[config.mk]
export PLATFORM = sky130hd
export DESIGN_NAME = fifo_wr_arbiter
export DESIGN_NICKNAME = d
export VERILOG_FILES = /design/src/rtl/fifo_wr_arbiter.sv
export SDC_FILE = /design/constraint.sdc
export NUM_CORES = 1
export LEC_CHECK = 0
export BUFFER_PORTS_ARGS = -buffer_cell sky130_fd_sc_hd__buf_2
export CAP_MARGIN = 10
export CORE_ASPECT_RATIO = 0.75
export CORE_UTILIZATION = 25
export CTS_BUF_LIST = sky130_fd_sc_hd__clkbuf_4 sky130_fd_sc_hd__clkbuf_8
export DETAILED_ROUTE_END_ITERATION = 12
export PLACE_DENSITY = 0.6
export SLEW_MARGIN = 20
export SYNTH_ARGS = -nofsm -noshare
export SYNTH_HDL_FRONTEND = slang
export SYNTH_SLANG_ARGS = --single-unit
[constraint.sdc]
create_clock -name wr_clk -period 2.46 [get_ports wr_clk]
set_input_delay 0.492 -clock wr_clk [delete_from_list [all_inputs] [get_ports wr_clk]]
set_output_delay 0.492 -clock wr_clk [all_outputs]
set_load 0.005 [all_outputs]
[src/rtl/fifo_wr_arbiter.sv]
// Round-robin write arbiter feeding one FIFO write port with bursts of up to BURST_LEN words.
// Define FIFO_ARB_STATS_EN to add the per-requester accepted-word counters on word_cnt.
module fifo_wr_arbiter #(
  parameter int unsigned NUM_REQ   = 4,
  parameter int unsigned WIDTH     = 8,
  parameter int unsigned BURST_LEN = 4
) (
  input  logic                     wr_clk,
  input  logic                     wr_rst,
  input  logic [NUM_REQ-1:0]       req_valid,
  input  logic [NUM_REQ*WIDTH-1:0] req_data,
  output logic [NUM_REQ-1:0]       req_ready,
  input  logic                     full_flag,
  output logic                     wr_en,
  output logic [WIDTH-1:0]         wr_data,
  output logic [2:0]               grant_id,
  output logic                     busy
`ifdef FIFO_ARB_STATS_EN
  ,
  output logic [NUM_REQ*16-1:0]    word_cnt
`endif
);

  typedef enum logic {StIdle, StBurst} state_e;

  localparam logic [2:0] LastInit = 3'(NUM_REQ - 1);
  localparam logic [3:0] CntLast  = 4'(BURST_LEN - 1);

  state_e           state_q, state_d;
  logic [2:0]       grant_q, grant_d;
  logic [2:0]       last_q, last_d;
  logic [3:0]       cnt_q, cnt_d;
  logic [WIDTH-1:0] data_q;
  logic [WIDTH-1:0] grant_data;
  logic             grant_valid;
  logic [2:0]       pick;
  logic             pick_found;

  // Granted requester's word and valid.
  always_comb begin
    grant_data  = '0;
    grant_valid = 1'b0;
    for (int unsigned i = 0; i < NUM_REQ; i++) begin
      if (grant_q == 3'(i)) begin
        grant_data  = req_data[i*WIDTH +: WIDTH];
        grant_valid = req_valid[i];
      end
    end
  end

  // Round-robin search starting just after the last granted requester.
  always_comb begin
    int unsigned idx;
    pick       = '0;
    pick_found = 1'b0;
    for (int unsigned k = 1; k <= NUM_REQ; k++) begin
      idx = (32'(last_q) + k) % NUM_REQ;
      if (!pick_found && req_valid[idx]) begin
        pick       = 3'(idx);
        pick_found = 1'b1;
      end
    end
  end

  // Reset gates the outputs so nothing is accepted in the reset cycle.
  always_comb begin
    busy     = (state_q == StBurst) && !wr_rst;
    wr_en    = busy && grant_valid && !full_flag;
    wr_data  = busy ? grant_data : data_q;
    grant_id = grant_q;
    for (int unsigned i = 0; i < NUM_REQ; i++) begin
      req_ready[i] = busy && !full_flag && (grant_q == 3'(i));
    end
  end

  always_comb begin
    state_d = state_q;
    grant_d = grant_q;
    last_d  = last_q;
    cnt_d   = cnt_q;
    unique case (state_q)
      StIdle: begin
        if (pick_found) begin
          state_d = StBurst;
          grant_d = pick;
        end
      end
      StBurst: begin
        // A full FIFO freezes the burst indefinitely.
        if (!full_flag) begin
          if (!grant_valid || cnt_q == CntLast) begin
            state_d = StIdle;
            last_d  = grant_q;
            grant_d = '0;
            cnt_d   = '0;
          end else begin
            cnt_d = cnt_q + 4'd1;
          end
        end
      end
      default: state_d = StIdle;
    endcase
  end

  always_ff @(posedge wr_clk) begin
    if (wr_rst) begin
      state_q <= StIdle;
      grant_q <= '0;
      last_q  <= LastInit;
      cnt_q   <= '0;
      data_q  <= '0;
    end else begin
      state_q <= state_d;
      grant_q <= grant_d;
      last_q  <= last_d;
      cnt_q   <= cnt_d;
      if (state_q == StBurst) begin
        data_q <= grant_data;
      end
    end
  end

`ifdef FIFO_ARB_STATS_EN
  logic [NUM_REQ-1:0][15:0] stat_q;

  always_ff @(posedge wr_clk) begin
    for (int unsigned i = 0; i < NUM_REQ; i++) begin
      if (wr_rst) begin
        stat_q[i] <= '0;
      end else if (wr_en && grant_q == 3'(i) && stat_q[i] != 16'hFFFF) begin
        stat_q[i] <= stat_q[i] + 16'd1;
      end
    end
  end

  assign word_cnt = stat_q;
`endif

endmodule
==> results of run 1 <==
==> where the power goes <==
group / switching (µW) / leakage, µW / internal [µW] / total [µW]
sequential: 17.5 / 0.000140 / 297 / 314
clock: 94.3 / 0.0000217 / 114 / 208
combinational: 93.5 / 0.000518 / 123 / 216
total: 205 / 0.000679 / 533 / 738
==> flip-flops by register name (all words and copies together) (netlist names) <==
name	flops
cnt_q	4
data_q	8
last_q	2
grant_id	2
state_q	1
==> cells by family after synthesis <==
| kind of cell | share of synthesized area |
|---|---|
| and+or+nand+nor | 0.1679 |
| muxes | 0.3457 |
| DFF | 0.2966 |
| buffers and inverters | 0.06761 |
| AOI/OAI and AO/OA | 0.08507 |
| xor gates and xnor gates | 0.02290 |
| adders and majority gates | 0.01090 |
| other | 0.003268 |
==> cells in the mapped netlist (2+ instances only) <==
cell type,count
inv_1,2
nor3_1,7
nor2_1,14
mux2_2,8
clkbuf_1,4
xor2_1,2
buf_2,2
dfxtp_1,17
nand3b_1,2
nor4_1,2
mux4_2,8
nor4b_1,2
buf_6,3
nand2b_1,3
a21oi_2,2
mux2i_1,10
==> worst max-delay path, cell delays in order, from the launching register on <==
cell and delay [ps]:
dfxtp_1 440, buf_4 190, mux4_1 570, mux2_2 270
buf_2 120
==> path summary, 6_finish.rpt <==
kind	end	cells after the start	startpoint
min	data_q[5]	2	data_q[5]
max reg2reg	grant_id[1]	4	grant_id[1]
min reg2reg	data_q[5]	2	data_q[5]
max	wr_data[7]	4	grant_id[0]
==> layer usage <==
layer  share of wire  global-route usage
met1            0.47              0.1565
met2            0.41              0.1685
met3            0.12             0.05113
met4          0.0068             0.02806
met5               0                   0
==> final cells by class <==
cell class                 count  area, µm²  area share
tap                           55      68.82     0.04580
timing repair buffer          59      307.8      0.2048
multi-input combinational     78      729.5      0.4854
clock buffer                   3      41.29     0.02748
clock inverter                 1      7.507    0.004996
inverter                       2      7.507    0.004996
sequential                    17      340.3      0.2265
==> cell usage in the layout, fill, tap and decap left out, types with 3 or more instances in the layout <==
cell type,instances
nand2b_1,3
buf_2,54
nor3_1,7
mux4_2,8
nor2_1,14
buf_4,5
dfxtp_1,17
mux2i_1,10
clkbuf_8,3
mux2_2,8
==> per-stage QoR <==
step | setup WS, ps | cell area (µm²)
detailed placement | 381.9 | 1454
global route | 1.168 | 1503
global placement | 433.2 | 1454
floorplan | 522.1 | 1147
finish | 119.1 | 1503
CTS | 97.11 | 1503
==> run_results.csv, run 1 <==
group,metric,value,unit
clock_tree,cts_sinks,17,
yosys,syn_area,1147,µm²
min_path,hp-class,"flop to flop",
routing,totalWireLength,2807,µm
place,routabilityCongestion,0.8683,
clock_tree,cts_tree,"built",
timing,finalSetupTns,0,ps
power_and_ir_drop,ir_drop,0.1736,mV
critical_path,r2r_setup_slack,570,ps
timing,hold_viol,0,
power_and_ir_drop,p_per_area,491.4,nW/µm²
run_status,outcome,"finished clean",
final_layout,syn_to_final_growth,30.97,%
clock_tree,post-cts-setup-buffer-count,0,
final_layout,antenna_cells,0,
routing,avgRoutedWirePerCell,13.06,µm
clock_tree,cts_made_buffers,3,
yosys,synth.area.top_cells,"dfxtp_1, mux4_2, mux2i_1, mux2_2, nor2_1",
run,drv_cap,0,
final_layout,drive_gt1_frac,0.5250,
grt,antenna_found_initial,0,
die,ios,56,
place,io_buffers,54,
clock_tree,cts_max_path_buffers,2,
die,dieArea,4867,µm²
yosys,avgSynthCellArea,10.62,µm²
timing,holdWs,488.1,ps
yosys,yosys_warnings,0,
grt,grt_pass1_vias,918,
timing,slew_headroom,0.6471,
critical_path,critical_path_arrival,1850,ps
die,start_util,0.2713,
timing,finalMaxSlewViolations,0,
grt,grt_max_degree,27,
clock_tree,cts-root-buf,"clkbuf_8",
grt,grt_pass1_wl,4250,µm
yosys,syn_inst,108,
critical_path,critical_path.startpoint_type,"flop",
grt,gr-total-overflow,0,
final_layout,fin_util,0.3553,
critical_path,end_kind,"output port",
timing,fin_skew,7.086,ps
timing,max_freq,427.2,MHz
yosys,async_flop_share,0,
yosys,yosysTopAreaCellShare,0.2966,
routing,drcViolationCount,0,
die,fp.dieW,80.23,µm
clock_tree,clk_latency,250,ps
yosys,synth.largest_area_cell,"dfxtp_1",
routing,viasPerCell,4.809,
timing,rsz0062_at_grt,"no",
die,core_area,4229,µm²
yosys,synthFlopType,"dfxtp_1",
yosys,ys_types,36,
die,fp-row-count,20,
clock_tree,ctsResizeCount,0,
routing,dr.first_iter.drc_count,33,
clock_tree,ctsHoldBuffers,0,
critical_path,worstPathRequired,1970,ps
timing,tightest_slew,529.4,ps
routing,postRouteAntennaNets,0,
power_and_ir_drop,power,738.4,µW
yosys,synth_edf_count,0,
grt,grt_usage,0.1153,
final_layout,fillers,428,
routing,dr.pass1.iters,4,
timing,period_needed,2341,ps
power_and_ir_drop,p_leak,0.0006791,µW
yosys,synth_nets,148,
clock_tree,cts_htree_levels,1,
yosys,synth_seq_area_share,0.2966,
place,dp.cells,211,
final_layout,nets,201,
critical_path,critical_path_class,"flop to output port",
clock_tree,clkSlewWorstSetupHoldPaths,70,ps
timing,fin_crit_sh,0.9516,
timing,final-setup-viol-count,0,
final_layout,stdcell_count,215,
place,post-dp-hpwl,2201,µm
routing,via_count,1034,
die,die_h,60.67,µm
yosys,ys_seq_elements,17,
critical_path,crit_fanout,6,
(Power assumes the default switching activity.)
==> run 2, diff against run 1 <==
--- a/config.mk
+++ b/config.mk
@@ -12,6 +12,7 @@
 export CTS_BUF_LIST = sky130_fd_sc_hd__clkbuf_4 sky130_fd_sc_hd__clkbuf_8
 export DETAILED_ROUTE_END_ITERATION = 12
 export PLACE_DENSITY = 0.6
+export SETUP_SLACK_MARGIN = 0.4
 export SLEW_MARGIN = 20
 export SYNTH_ARGS = -nofsm -noshare
 export SYNTH_HDL_FRONTEND = slang
==> run 2 against run 1 <==
- critical path depth stayed put
- largest power group unchanged
- highest routed layer unchanged
- non-clock buffer count is 6 higher
- clock power is essentially flat
- via count increased by 4.7%
- fmax is 8.2% higher
- register-to-register slack improved by 60 ps
==> run_results.csv, run 2 (synthesis results as in run 1) <==
group,metric,value,unit
critical_path,crit_fanout,4,
timing,rsz0062_at_grt,"yes",
timing,tightest_slew,527.0,ps
routing,drcViolationCount,0,
clock_tree,cts_made_buffers,3,
final_layout,nets,207,
critical_path,worstPathRequired,1970,ps
place,post-dp-hpwl,2201,µm
die,ios,56,
clock_tree,cts_sinks,17,
die,fp-row-count,20,
clock_tree,cts_htree_levels,1,
power_and_ir_drop,p_per_area,487.2,nW/µm²
timing,hold_viol,0,
critical_path,critical_path_arrival,1670,ps
timing,fin_skew,7.635,ps
clock_tree,clk_latency,250,ps
critical_path,critical_path_class,"flop to output port",
die,start_util,0.2713,
timing,max_freq,462.3,MHz
power_and_ir_drop,power,797.9,µW
critical_path,end_kind,"output port",
critical_path,critical_path.startpoint_type,"flop",
grt,grt_pass1_vias,936,
timing,fin_crit_sh,0.8794,
timing,slew_headroom,0.6487,
timing,finalMaxSlewViolations,0,
grt,grt_usage,0.1203,
final_layout,largest-register,"data_q",
routing,viasPerCell,4.900,
grt,gr-total-overflow,0,
clock_tree,cts_max_path_buffers,2,
min_path,hp-class,"flop to flop",
final_layout,syn_to_final_growth,42.75,%
routing,totalWireLength,2947,µm
routing,avgRoutedWirePerCell,13.33,µm
run_status,outcome,"finished clean",
final_layout,final_cell_mix,"buf_2, dfxtp_1, nor2_1, mux2i_1",
power_and_ir_drop,p_leak,0.0007365,µW
die,core_area,4229,µm²
final_layout,antenna_cells,0,
grt,grt_pass1_wl,4416,µm
final_layout,final_common_cell,"buf_2",
clock_tree,cts-root-buf,"clkbuf_8",
final_layout,stdcell_count,221,
final_layout,drive_gt1_frac,0.5602,
clock_tree,cts_tree,"built",
final_layout,largest_register_ffs,8,
place,routabilityCongestion,0.8683,
die,die_h,60.67,µm
routing,postRouteAntennaNets,0,
grt,antenna_found_initial,0,
grt,grt_max_degree,27,
place,io_buffers,54,
run,drv_cap,0,
die,dieArea,4867,µm²
final_layout,reg_top3,"data_q x8, cnt_q x4",
timing,finalSetupTns,0,ps
timing,final-setup-viol-count,0,
timing,period_needed,2163,ps
routing,dr.first_iter.drc_count,34,
power_and_ir_drop,ir_drop,0.1694,mV
die,fp.dieW,80.23,µm
clock_tree,clkSlewWorstSetupHoldPaths,70,ps
routing,via_count,1083,
place,dp.cells,211,
clock_tree,ctsHoldBuffers,0,
routing,dr.pass1.iters,4,
[run 2: changes by cell type in the layout (fill, tap and decap cells not counted)]
cell and delta:
buf_6 +8, nor2_4 +1, buf_4 +4, mux2_2 -7
nor2_2 -1, buf_2 -7, mux4_1 -1, dfxtp_4 +2
buf_8 +1, mux4_2 +1, mux2_4 +7, dfxtp_1 -2
[run 2: area by class of cell]
type                    count  area (µm²)
clock buffers               3       41.29
clock inverters             1       7.507
fillers                   425        2591
inverters                   2       7.507
multi-input cells          78       757.0
flip-flops and latches     17       347.8
well taps                  55       68.82
repair buffers             65       407.9
[run 2: path summary, 6_finish.rpt]
kind / from / endpoint / slack [ps] / cells past startpoint
hold / removal: data_q[4] / data_q[4] / 500 / 2
setup / recovery: grant_id[0] / wr_data[0] / 300 / 4
hold reg to reg: data_q[4] / data_q[4] / 500 / 2
setup reg to reg: grant_id[1] / grant_id[1] / 630 / 5
[run 2: power breakdown]
group	internal [µW]	total, µW	switching (µW)
logic	167	275	108
registers	297	314	17.6
clock network	114	209	95.3
total	577	798	221
[run 2: worst max-delay path: stages (launching register included)]
cell and delay (ps):
dfxtp_4 370, buf_6 120, mux4_2 530, mux2_4 280
buf_6 120
[run 2: repair_timing]
item                                    CTS  global route
gates resized for setup                  14             9
endpoints found under the setup margin    9             9
buffers inserted                          3             3
pin swaps                                 0             0
[run 2: through the flow]
| stage | instance area [µm²] | worst slack, ps | hold slack, ps | util |
|---|---|---|---|---|
| global placement | 1454 | 433.2 | 480.5 | 0.3438 |
| global route | 1638 | 239.0 | 528.2 | 0.3873 |
| detailed placement | 1454 | 381.9 | 483.1 | 0.3438 |
| finish | 1638 | 296.7 | 496.6 | 0.3873 |
| CTS | 1570 | 292.0 | 502.9 | 0.3713 |
| floorplan | 1147 | 522.1 | 456.1 | - |
[run 2: per-layer routing]
layer  up-vias  track usage  wire length [µm]
li1        516            -                 -
met1       513       0.1648              1315
met2        52       0.1783              1263
met3         2      0.04812               355
met4         0      0.02806                12
met5         -            0                 0
==> run 3, diff against run 2 <==
--- a/config.mk
+++ b/config.mk
@@ -7,7 +7,6 @@
 export LEC_CHECK = 0
 export BUFFER_PORTS_ARGS = -buffer_cell sky130_fd_sc_hd__buf_2
 export CAP_MARGIN = 10
-export CORE_ASPECT_RATIO = 0.75
 export CORE_UTILIZATION = 25
 export CTS_BUF_LIST = sky130_fd_sc_hd__clkbuf_4 sky130_fd_sc_hd__clkbuf_8
 export DETAILED_ROUTE_END_ITERATION = 12
==> run 3 against run 2 <==
- register-to-register slack got worse by 60 ps
- sequential power about the same
- cell count decreased by 1.8%
- flip-flop and latch count unchanged
- final area decreased by 2.1%
- total power decreased by 1.3%
- worst hold slack improved by 1.6 ps
- first-iteration DRC count decreased by 38%
- fmax decreased by 0.13%
- non-clock buffer count decreased by 1
- highest routed layer unchanged
==> run_results.csv, run 3 (synthesis results as in run 1) <==
group,metric,value,unit
critical_path,critical_path_arrival,1670,ps
timing,final-setup-viol-count,0,
critical_path,crit_fanout,6,
die,ios,56,
grt,grt_max_degree,27,
timing,finalMaxSlewViolations,0,
die,fp-row-count,24,
power_and_ir_drop,p_leak,0.0007316,µW
power_and_ir_drop,p_comb_frac,0.317,
clock_tree,cts-root-buf,"clkbuf_8",
power_and_ir_drop,ir_drop,0.2193,mV
final_layout,nets,206,
critical_path,cp_cell_sequence,"buf_4, mux4_2, mux2_2, buf_2",
die,start_util,0.2617,
routing,avgRoutedWirePerCell,12.91,µm
routing,dr.pass1.iters,4,
routing,totalWireLength,2801,µm
critical_path,max_stage_delay,490,ps
power_and_ir_drop,p_seq_frac,0.403,
timing,slew_headroom,0.6461,
routing,via_count,1031,
place,routabilityCongestion,0.7678,
final_layout,fin_util,0.3656,
clock_tree,clkSlewWorstSetupHoldPaths,70,ps
final_layout,stdcell_count,217,
critical_path,critical_path.startpoint_type,"flop",
grt,grt_pass1_vias,993,
final_layout,fin_area,1603,µm²
routing,dr.first_iter.drc_count,21,
final_layout,drive_gt1_frac,0.5515,
die,fp.dieW,69.75,µm
clock_tree,cts_max_path_buffers,2,
timing,finalSetupTns,0,ps
power_and_ir_drop,p_per_area,491.3,nW/µm²
final_layout,largest_register_ffs,8,
min_path,hp-class,"flop to flop",
timing,fin_skew,1.467,ps
final_layout,antenna_cells,0,
die,die_h,69.75,µm
timing,period_needed,2166,ps
timing,rsz0062_at_grt,"yes",
grt,antenna_found_initial,0,
clock_tree,cts_made_buffers,3,
power_and_ir_drop,pwr-share-clk,0.280,
grt,gr-total-overflow,0,
critical_path,end_kind,"output port",
grt,grt_pass1_wl,4747,µm
power_and_ir_drop,p_sw,211.2,µW
timing,hold_viol,0,
clock_tree,ctsHoldBuffers,0,
place,io_buffers,54,
routing,postRouteAntennaNets,0,
critical_path,cp_slowest_cell,"mux4_2",
place,post-dp-hpwl,2123,µm
timing,max_freq,461.6,MHz
place,placed_cell_area,1465,µm²
run_status,outcome,"finished clean",
place,dp.cells,210,
critical_path,worstPathRequired,1970,ps
timing,fin_crit_sh,0.8806,
grt,grt_usage,0.1227,
die,core_area,4384,µm²
final_layout,syn_to_final_growth,39.69,%
power_and_ir_drop,sw_frac_of_total,0.2683,
final_layout,final_common_cell,"buf_2",
clock_tree,clk_latency,250,ps
final_layout,final_cell_mix,"buf_2, dfxtp_1, nor2_1, mux2i_1",
clock_tree,cts_tree,"built",
clock_tree,cts_sinks,17,
critical_path,critical_path_class,"flop to output port",
final_layout,reg_top3,"data_q x8, cnt_q x4",
routing,viasPerCell,4.751,
routing,drcViolationCount,0,
clock_tree,cts_htree_levels,1,
die,dieArea,4864,µm²
timing,tightest_slew,530.9,ps
run,drv_cap,0,
power_and_ir_drop,p_int,576.1,µW
final_layout,largest-register,"data_q",
[run 3: cell count changes in the layout (fill, tap and decap cells not counted), sizes merged]
cell,change
clkbuf,+1
clkinvlp,-1
buf,-1
[run 3: final cells by class]
cell class	count	area (µm²)
fill	450	2781
multi-input combinational	78	748.2
timing repair buffer	64	387.9
sequential	17	345.3
tap	52	65.06
clock buffer	4	48.80
inverter	2	7.507
[run 3: critical path, delay by kind of cell (launching register included)]
family | cells | cell delay [ps]
buffers and inverters | 2 | 250
DFF | 1 | 410
muxes | 2 | 770
[run 3: power groups by stage]
stage	combinational (µW)	clock [µW]	sequential [µW]
2_1_floorplan	150	0	313
3_3_place_gp	218	0	323
3_5_place_dp	218	0	323
4_1_cts	242	227	318
5_1_grt	273	240	321
6_report	249	221	317
[run 3: worst paths after layout]
| path | slack, ps | depth (start not counted) | startpoint | end |
|---|---|---|---|---|
| setup / recovery | 290 | 4 | grant_id[0] | wr_data[0] |
| hold / removal | 500 | 2 | data_q[6] | data_q[6] |
| setup reg to reg | 570 | 7 | grant_id[0] | grant_id[1] |
| hold reg to reg | 500 | 2 | data_q[6] | data_q[6] |
[run 3: routing by layer]
metal	GRT usage	share of wire	routed length (µm)
met5	0	0	0
met4	0.06667	0.022	62
met3	0.01453	0.043	121
met2	0.1953	0.47	1322
met1	0.1620	0.46	1295
[run 3: what timing repair did]
item | 4_1_cts | 5_1_grt
endpoints found under the setup margin | 9 | 9
buffers inserted | 3 | 0
gates resized for setup | 12 | 4
hold endpoints to repair | 0 | 0
[run 3: through the flow]
| step | setup slack, ps | total power, µW | hold WS (ps) |
|---|---|---|---|
| after floorplan | 522.1 | 463.0 | 456.1 |
| after global placement | 357.3 | 540.5 | 469.5 |
| after detailed placement | 348.1 | 540.8 | 478.8 |
| after CTS | 285.7 | 787.0 | 501.5 |
| after global routing | 232.5 | 834.6 | 522.1 |
| final | 293.8 | 787.4 | 498.2 |
